<file path="src/rtl/stopwatch_ctrl.sv">
// Stopwatch seconds controller: synchronised start/stop and clear buttons, an
// IDLE/RUN/PAUSE state machine, a one-second prescaler and minute-counter pulses.
module stopwatch_ctrl #(
  parameter int DIV = 50_000_000
) (
  input  logic       clk,
  input  logic       rst_n,
  input  logic       start_stop,
  input  logic       clear,
  output logic [5:0] sec_count,
  output logic       min_en,
  output logic       min_clr,
  output logic       running
);

  localparam int PW = $clog2(DIV);
  localparam logic [PW-1:0] PRESC_MAX = PW'(DIV - 1);

  typedef enum logic [1:0] {
    IDLE  = 2'd0,
    RUN   = 2'd1,
    PAUSE = 2'd2
  } state_t;

  state_t        state;
  logic [PW-1:0] presc;

  // [0],[1] synchronise the raw level, [2] is the history flop for edge detection.
  logic [2:0] ss_sh;
  logic [2:0] cl_sh;

  logic ss_ev;
  logic cl_ev;
  logic tick;

  assign ss_ev = ss_sh[1] & ~ss_sh[2];
  assign cl_ev = cl_sh[1] & ~cl_sh[2];
  assign tick  = (state == RUN) && (presc == PRESC_MAX);

  always_ff @(posedge clk) begin
    if (!rst_n) begin
      ss_sh <= 3'b000;
      cl_sh <= 3'b000;
    end else begin
      ss_sh <= {ss_sh[1:0], start_stop};
      cl_sh <= {cl_sh[1:0], clear};
    end
  end

  always_ff @(posedge clk) begin
    if (!rst_n) begin
      state     <= IDLE;
      presc     <= '0;
      sec_count <= 6'd0;
      min_en    <= 1'b0;
      min_clr   <= 1'b0;
      running   <= 1'b0;
    end else begin
      min_en  <= 1'b0;
      min_clr <= 1'b0;
      if (cl_ev) begin
        // Clear wins over a simultaneous start/stop press.
        state     <= IDLE;
        presc     <= '0;
        sec_count <= 6'd0;
        min_clr   <= 1'b1;
        running   <= 1'b0;
      end else begin
        case (state)
          IDLE: begin
            presc <= '0;
            if (ss_ev) begin
              state   <= RUN;
              running <= 1'b1;
            end
          end
          RUN: begin
            if (ss_ev) begin
              // Prescaler freezes here; a coincident tick is dropped and
              // re-fires on the first cycle after resuming.
              state   <= PAUSE;
              running <= 1'b0;
            end else if (tick) begin
              presc <= '0;
              if (sec_count == 6'd59) begin
                sec_count <= 6'd0;
                min_en    <= 1'b1;
              end else begin
                sec_count <= sec_count + 6'd1;
              end
            end else begin
              presc <= presc + 1'b1;
            end
          end
          PAUSE: begin
            if (ss_ev) begin
              state   <= RUN;
              running <= 1'b1;
            end
          end
          default: begin
            state   <= IDLE;
            presc   <= '0;
            running <= 1'b0;
          end
        endcase
      end
    end
  end

endmodule

</file>
<file path="config.mk">
export PLATFORM = sky130hd
export DESIGN_NAME = stopwatch_ctrl
export DESIGN_NICKNAME = d
export VERILOG_FILES = /design/src/rtl/stopwatch_ctrl.sv
export SDC_FILE = /design/constraint.sdc
export NUM_CORES = 1
export LEC_CHECK = 0
export BUFFER_PORTS_ARGS = -buffer_cell sky130_fd_sc_hd__buf_4
export CAP_MARGIN = 40
export CORE_AREA = 2 2 72 74
export DETAILED_ROUTE_END_ITERATION = 12
export DIE_AREA = 0 0 74 76
export HOLD_SLACK_MARGIN = 0.05
export PLACE_DENSITY = 0.7
export SETUP_SLACK_MARGIN = 0.5
export SLEW_MARGIN = 20
export SYNTH_ARGS = -nofsm -noshare
export SYNTH_HDL_FRONTEND = slang
export SYNTH_SLANG_ARGS = --single-unit
export TNS_END_PERCENT = 5
</file>
<file path="constraint.sdc">
create_clock -name clk -period 2.4 [get_ports clk]
set_input_delay 0.36 -clock clk [delete_from_list [all_inputs] [get_ports clk]]
set_output_delay 0.36 -clock clk [all_outputs]
set_load 0.01 [all_outputs]
</file>
# Word-level counts from Yosys, hierarchy flattened
# Index checks and enable logic that the tools add are counted.
dict set report totals {
  reg_bits 43
  out_inout_bits 9
  elab_cells 46
}
dict set report op_classes {
  bitwise_logic 9
  n_eq_ne 7
  n_reduce_logical 8
  addsub 2
  n_mux 12
}
# cell count
set ops {}
lappend ops {{$mux W26} 2}
lappend ops {{$pmux W26 S2} 1}
lappend ops {{$add A26 B1 Y26 const B} 1}
lappend ops {{$eq A26 B26 Y1 const B} 1}
lappend ops {{$not A1 Y1} 7}
lappend ops {{$add A6 B1 Y6 const B} 1}
lappend ops {{$eq A6 B6 Y1 const B} 1}
lappend ops {{$mux W6} 1}
lappend ops {{$reduce_or A5 Y1} 1}
lappend ops {{$mux W1} 4}
lappend ops {{$mux W2} 2}
lappend ops {{$ne A2 B2 Y1 const B} 2}
lappend ops {{$pmux W2 S2} 1}
lappend ops {{$reduce_and A2 Y1} 2}
lappend ops {{$reduce_or A2 Y1} 2}
lappend ops {{$reduce_and A3 Y1} 1}
lappend ops {{$and A1 B1 Y1} 2}
lappend ops {{$eq A2 B1 Y1 const B} 1}
lappend ops {{$eq A2 B2 Y1 const B} 1}
lappend ops {{$logic_not A2 Y1} 1}
lappend ops {{$ne A2 B1 Y1 const B} 1}
lappend ops {{$pmux W1 S2} 1}
lappend ops {{$logic_and A1 B1 Y1} 1}

# Depth between registers and ports, before layout
# Gate-level depths: netlist (run 1).
dict set report depth {
  ltp_word 5
  mapped_depth 7
  mapped_depth_nobuf 6
}

# Worst setup path after synthesis (run 1)
# OpenSTA, ideal clock, no wires.
dict set report synth_timing {
  path_kind {register to register}
  start {register presc[0]}
  end {register sec_count[5]}
  path_stages_with_launch 7
  synth_period_minus_slack_ns 1.969
  arrival_time_ns 1.899
  setup_slack_ns 0.431
  n_path_buf 0
  setup_ns 0.070
  path_cell_list {dfxtp_1 > ha_1 > nand4_1 > nor4_4 > nand3_2 > or4_1 > a21oi_1}
}
dict set report synth_between {
  elab_chain_len 3
}
# element line
set synth_lines {}
lappend synth_lines {{start, declared} 26} ;# logic [PW-1:0] presc;
lappend synth_lines {{start signal, assigned} 92} ;# presc <= presc + 1'b1;
lappend synth_lines {{$eq A26 B26 Y1} 38} ;# assign tick = (state == RUN) && (presc == PRESC_MAX);
lappend synth_lines {{$logic_and A1 B1 Y1} 38}
lappend synth_lines {{$reduce_and A3 Y1 (no source line)} n/a}
lappend synth_lines {{end signal, assigned} 89} ;# sec_count <= sec_count + 6'd1;
lappend synth_lines {{end, declared} 10} ;# output logic [5:0] sec_count,
# Every way passes these cells.
# A chain may end at the register's enable or synchronous reset.

# Final worst setup path (run 1)
dict set report layout_timing {
  start {register presc[11]}
  end {register sec_count[2]}
}
# Same word-level chain as after synthesis.

==> reports/results.ini, run 1 <==
[logic_synthesis]
synth_top_area_share_pct=40.35
synthTopCellsByArea=dfxtp_1, nor2_1, nand4_1
syn_inst=244
syn_avg_cell_area_um2=8.743
yosysWarnings=0
synth_seq_cells=43
synth_top_flop_cell=dfxtp_1
yosys.area.top_type=dfxtp_1
post_synth_num_cell_types=51
seq_area_frac_synth_pct=40.35
synth_nets=251
async_flop_share_pct=0
synth_area_um2=2133
synth-edff-count=0

[drt]
drcViolationCount=0
detail_route.vias_per_cell=5.503
antenna_left=0
routed_wirelength_um=4638
drtIter0Drc=104
dr.pass1.iters=4
wl_per_cell_um=13.64
vias=1871

[timing]
finalSetupViolations=0
drv_slew=0
period_needed_ps=2007
fin_crit_sh_pct=83.61
worst_slew_pin_slew_ps=763.3
max_freq_mhz=498.3
hold_slack_ps=265.8
worst_slack_ps=393.3
rsz0062_at_grt=yes
finClkSkew_ps=6.977
fin_setup_tns_ps=0
hold_violations=0
slew_headroom_pct=48.93

[cts]
path_clk_slew_ps=80
hold_buffers=0
clock-sinks=43
htreeDepth=2
cts_root_buffer=clkbuf_8
clk-insertion-delay-late_ps=290
cts_inserted_buffers=5
clockBufferDepth=2
cts_tree=done

[worst_setup_path]
cpPeakStageDelay_ps=570
crit_path_cell_trace=or4_4, nor3_4, nand3_4, or4_1, a21oi_1
critPathCaptureType=flip-flop
worstPathRequired_ps=2630
crit_fanout=6
slowest_stage=or4_4
path_class=reg -> reg
crit_path_start_kind=flip-flop
crit_arrival_ps=2240

[power]
power.density_nw_per_um2=531.9
leakage_nw=0.8445
ir_worst_vdd_uv=336.8

[place]
dp_hpwl_um=3236
dp_slack_ps=358.0
gp_congestion=0.8288
portBuffers=12

[die]
die_w_um=74
start_util_pct=43.43
io_pins=13
die_h_um=76
dieArea_um2=5624
coreArea_um2=4912
num_rows=26

[global_route]
grt_pass1_wl_um=7714
grt_usage_pct=17.24
grt_max_degree=17
grt_pass1_vias=1683
overflow=0
antenna_found_initial=0

[layout]
layout-drive-gt1-share_pct=21.48
layout.nets=276
fill_cells=456
multi_input_area_um2=1249
synthToLayoutAreaGrowth_pct=18.53
diodes=0
ff_latch_area_um2=868.3

[min_path]
hp-class=in -> reg

[outcome]
status=finished clean

[run]
maxCapViolations=0

-- kinds of logic (layout without fill, tap and decap cells) --
| family | Yosys count | in the layout | synth area share, % |
|---|---|---|---|
| xor gates and xnor gates | 14 | 14 | 5.748 |
| and+or+nand+nor | 132 | 132 | 37.07 |
| muxes | 1 | 1 | 0.4692 |
| DFF | 43 | 43 | 40.35 |
| buffers and inverters | 14 | 40 | 3.519 |
| AOI/OAI and AO/OA | 37 | 37 | 11.09 |
| adders and majority gates | 3 | 3 | 1.760 |
-- timing repair --
item,in CTS,in global routing
resized for setup,10,7
setup buffers,4,1
pin swaps,5,3
cloned,0,1
endpoints found under the setup margin,30,31
-- final timing paths --
path	start	endpoint	slack, ps	cells after the start
hold reg to reg	cl_sh[2]	min_clr	420	1
setup reg to reg	presc[11]	sec_count[2]	390	5
setup / recovery	presc[11]	sec_count[2]	390	5
hold / removal	start_stop	ss_sh[0]	270	2
-- Yosys cell counts (3+ instances only) --
cell type  instances
nor2_1            26
a31oi_1           11
nand2b_1           4
o21ai_0            6
or3_1              6
nor4_1             6
xor2_1             6
nand4_1           14
nand2_1           14
and4_1             3
and3_1             3
dfxtp_1           43
nor3_1             8
nand3_1            9
nor2b_1            4
and2_1             9
or4_1              6
a21oi_1            8
ha_1               3
inv_1              8
xnor2_1            8
-- cells in the final DEF, fill, tap and decap left out, drive strengths merged, types with 7 or more instances in the layout --
cell,instances
inv,8
nor4,7
a31oi,11
nand2,14
nand3,11
buf,24
or4,7
o21ai,7
and2,9
a21oi,8
dfxtp,43
nor3,10
nor2,27
xnor2,8
nand4,14
-- layer usage --
metal / track usage, % / vias to the layer above / share of wire [%]
met5: 0 / - / 0
met4: 5.818 / 0 / 1.3
met3: 3.704 / 6 / 2.7
met2: 27.50 / 27 / 48
met1: 22.84 / 886 / 48
li1: - / 952 / -
-- power by group --
part / switching [mW] / leakage, nW / internal [mW]
Sequential: 0.00377 / 0.351 / 0.719
Clock: 0.257 / 0.0581 / 0.310
Combinational: 0.0330 / 0.436 / 0.0222
Total: 0.293 / 0.844 / 1.05
-- flip-flops by register name (all words and copies together) (netlist names) --
register / flops
ss_sh: 3
cl_sh: 3
sec_count: 6
min_clr: 1
min_en: 1
presc: 26
state: 2
running: 1
-- worst max-delay path: cells and delay by family (launching register included) --
kind            cells  cell delay, ps
compound gates      1             140
simple gates        4            1460
flops               1             350
-- final cells by class --
| type | instances | share of cell area, % |
|---|---|---|
| Clock buffer | 5 | 2.721 |
| Multi-Input combinational cell | 187 | 49.38 |
| Timing Repair Buffer | 24 | 7.175 |
| Sequential cell | 43 | 34.34 |
| Tap cell | 70 | 3.464 |
| Clock inverter | 3 | 1.732 |
| Inverter | 8 | 1.188 |
-- per-stage QoR --
step                power [mW]  cell area [um^2]  std cells  utilization (%)
finish                   1.345              2529        340            51.48
global route             1.402              2529        340            51.48
CTS                      1.355              2486        338            50.61
detailed placement      0.7908              2311        326            47.05
global placement        0.7904              2311        326            47.05
floorplan               0.7736              2133        244                -
Power figures use the tool's default switching activity.
==> inputs of run 2 (changes only) <==
Clock period 2.4 ns to 1.9 ns, I/O delays scaled along.
==> reports/results.ini, run 2 (synthesis gave the netlist of run 1 again) <==
[layout]
multi_input_area_um2=1345
synthToLayoutAreaGrowth_pct=26.45
final_cells=350
ff_latch_area_um2=867.1
top_regs=presc: 26 flops, sec_count: 6 flops
final_common_cell=dfxtp_1
layout.nets=286
diodes=0
regMostFlops=presc
largest_reg_flops=26
fill_cells=441
layout_common_cells=dfxtp_1, buf_4, nand4_1, nand2_1, nor2_1
layout-drive-gt1-share_pct=28.93

[timing]
max_freq_mhz=535.4
period_needed_ps=1868
slew_headroom_pct=55.72
hold_slack_ps=199.1
worst_slew_pin_slew_ps=661.8
drv_slew=0
fin_setup_tns_ps=0
fin_crit_sh_pct=98.31
rsz0062_at_grt=yes
finalSetupViolations=0
finClkSkew_ps=5.077
hold_violations=0

[cts]
path_clk_slew_ps=80
clock-sinks=43
clk-insertion-delay-late_ps=300
cts_setup_buffers=0
htreeDepth=2
cts_inserted_buffers=5
cts_tree=done
clockBufferDepth=2
cts_root_buffer=clkbuf_8

[power]
ir_worst_vdd_uv=353.3
power.density_nw_per_um2=601.2
leakage_nw=0.8860
power.total_mw=1.622

[die]
coreArea_um2=4912
die_w_um=74
start_util_pct=43.43
io_pins=13
num_rows=26
dieArea_um2=5624
die_h_um=76

[worst_setup_path]
crit_fanout=5
slowest_stage=or4_4
crit_path_start_kind=flip-flop
crit_path_start=presc[11]
cpPeakStageDelay_ps=560
worstReg2RegStart=presc[11]
crit_arrival_ps=2100
path_class=reg -> reg
crit_path_cell_trace=or4_4, nor3_4, nand3_2, or4_1, a21oi_1
path_buf_inv=0
cpLargestDelayFamily=simple AND/OR/NAND/NOR gates
critPathCaptureType=flip-flop
worstPathRequired_ps=2130

[outcome]
status=finished clean

[global_route]
overflow=0
antenna_found_initial=0
grt_max_degree=17
grt_usage_pct=18.83
grt_pass1_wl_um=8369
grt_pass1_vias=1846

[drt]
wl_per_cell_um=13.96
routed_wirelength_um=4886
dr.pass1.iters=4
detail_route.vias_per_cell=5.477
antenna_left=0
drcViolationCount=0
drtIter0Drc=125
vias=1917

[place]
portBuffers=12
dp_cells=342
dp_hpwl_um=3596
gp_congestion=0.8889

[min_path]
hold_path_startpoint=clear
hp-class=in -> reg

[run]
maxCapViolations=0

run 2: final cells by class:
cell class              instances  share of cell area, %
flip-flops and latches         43                  32.14
clock buffers                   8                  3.711
repair buffers                 34                  9.926
inverters                       8                  1.113
well taps                      70                  3.247
multi-input cells             187                  49.86
run 2: where the power goes:
group | internal, mW | leakage (nW) | total (mW) | switching, mW
Clock | 0.332 | 0.0515 | 0.634 | 0.302
Sequential | 0.909 | 0.350 | 0.914 | 0.00546
Combinational | 0.0296 | 0.484 | 0.0736 | 0.0440
Total | 1.27 | 0.886 | 1.62 | 0.352
run 2: timing repair:
item,CTS,global route
gates resized for setup,1,32
gates cloned,0,0
hold buffers,0,0
pin swaps,0,14
endpoints found under the setup margin,33,33
run 2: stage by stage:
step / util, % / area (um^2) / worst slack (ps)
after floorplan: - / 2180 / 134.3
after global placement: 50.38 / 2475 / 19.21
after detailed placement: 50.38 / 2475 / 44.39
after CTS: 52.47 / 2577 / 27.84
after global routing: 54.92 / 2698 / -67.92
final: 54.92 / 2698 / 32.11
run 2: worst paths after layout:
kind	end	slack [ps]	cells past startpoint
worst max-delay path	sec_count[2]	30	5
worst max register to register	sec_count[2]	30	5
worst min-delay path	cl_sh[0]	200	2
worst min register to register	min_clr	420	1
run 2: metal layers:
metal | share of wire [%] | global-route usage (%) | vias to the layer above
met5 | 0 | 0 | -
met4 | 1.1 | 5.091 | 0
met3 | 4.0 | 5.820 | 6
met2 | 47 | 28.93 | 36
met1 | 48 | 25.37 | 905
li1 | - | - | 970
==> inputs of run 3 (changes only) <==
Settings changed: BUFFER_PORTS_ARGS -buffer_cell sky130_fd_sc_hd__buf_4 to unset, CORE_AREA 2 2 72 74 to 8 8 78 80, DIE_AREA 0 0 74 76 to 0 0 86 88, DONT_BUFFER_PORTS set to 1, PLACE_DENSITY 0.7 to 0.68.
==> reports/results.ini, run 3 (synthesis gave the netlist of run 1 again) <==
[die]
coreArea_um2=4912
die_h_um=88
die_w_um=86
num_rows=26
start_util_pct=43.43
dieArea_um2=7568
io_pins=13

[worst_setup_path]
crit_arrival_ps=2100
critPathCaptureType=flip-flop
reg2reg_slack_ps=30
crit_path_start_kind=flip-flop
crit_fanout=5
worstReg2RegStart=presc[1]
rr_endpoint=presc[9]
reg2regPathDepth=6
path_class=reg -> reg
worstPathRequired_ps=2130

[drt]
detail_route.vias_per_cell=5.475
wl_per_cell_um=14.84
drcViolationCount=0
routed_wirelength_um=5090
drtIter0Drc=84
dr.pass1.iters=4
antenna_left=0
vias=1878

[layout]
final_cell_area_um2=2619
layout.nets=279
synthToLayoutAreaGrowth_pct=22.76
largest_reg_flops=26
fill_cells=457
layout-drive-gt1-share_pct=26.01
final_common_cell=dfxtp_1
layout_common_cells=dfxtp_1, buf_4, nor2_1
diodes=0
utilization_pct=53.31
top_regs=presc: 26 flops, sec_count: 6 flops
regMostFlops=presc

[timing]
rsz0062_at_grt=yes
hold_slack_ps=106.6
finalSetupViolations=0
fin_crit_sh_pct=98.57
slew_headroom_pct=58.44
hold_violations=0
max_freq_mhz=533.9
period_needed_ps=1873
finClkSkew_ps=6.629
drv_slew=0
worst_slew_pin_slew_ps=622.1

[run]
maxCapViolations=0

[global_route]
grt_pass1_vias=1866
grt_usage_pct=14.34
overflow=0
antenna_found_initial=0
grt_pass1_wl_um=8673
grt_max_degree=17

[cts]
hold_buffers=0
path_clk_slew_ps=80
cts_tree=done
clock-sinks=43
clockBufferDepth=2
cts_root_buffer=clkbuf_8
htreeDepth=2
cts_inserted_buffers=5
cts_setup_buffers=0
clk-insertion-delay-late_ps=300

[power]
ir_worst_vdd_uv=306.8
power.density_nw_per_um2=658.8
leakage_nw=0.8683
power.total_mw=1.725

[place]
dp_hpwl_um=3742
portBuffers=0
gp_congestion=0.8858
placed_cell_area_um2=2435

[min_path]
hp-class=in -> reg
hold_path_depth=1
hold_path_startpoint=rst_n
holdPathEnd=cl_sh[1]

[outcome]
status=finished clean

==> run 3: worst max-delay path by stage <==
stage | startpoint | endpoint | slack, ps | cells past startpoint
global route | presc[1] | presc[18] | -80 | 7
CTS | presc[9] | sec_count[2] | 30 | 5
detailed placement | presc[11] | sec_count[2] | 50 | 5
finish | presc[1] | presc[9] | 30 | 6
floorplan | presc[11] | sec_count[2] | 130 | 5
global placement | state[1] | presc[10] | 50 | 5
==> run 3: what timing repair did <==
item / 4_1_cts / 5_1_grt
gates resized for setup: 0 / 18
setup endpoints to repair: 33 / 33
pin swaps: 0 / 11
==> run 3: where the power goes <==
| group | switching (mW) | internal [mW] |
|---|---|---|
| Clock | 0.322 | 0.426 |
| Sequential | 0.00545 | 0.906 |
| Combinational | 0.0393 | 0.0264 |
==> run 3: through the flow <==
stage	setup slack (ps)	setup TNS, ps	cells
after CTS	26.03	0	343
after global placement	54.61	0	335
after global routing	-84.76	-598.7	343
after detailed placement	47.66	0	335
final	27.13	0	343
after floorplan	134.3	0	244
==> run 3: final cells by class <==
class | count | area, um^2 | area share [%]
clock buffer | 6 | 82.58 | 3.153
clock inverter | 2 | 35.03 | 1.338
inverter | 8 | 30.03 | 1.147
multi-input combinational | 187 | 1296 | 49.50
sequential | 43 | 872.1 | 33.30
tap | 70 | 87.58 | 3.344
timing repair buffer | 27 | 215.2 | 8.218
==> run 3: layer usage <==
metal	up-vias	GRT usage, %	share of wire, %
met5	-	0	0
met4	0	7.166	2.2
met3	11	4.221	4.1
met2	27	24.21	47
met1	887	16.10	46
li1	953	-	-
==> run 3: critical path, stage by stage, from the launching register on <==
cell     delay, ps
dfxtp_4        370
ha_4           160
nand4_1        150
nor4_4          90
a21o_2         260
or4b_2         640
a31oi_1        140
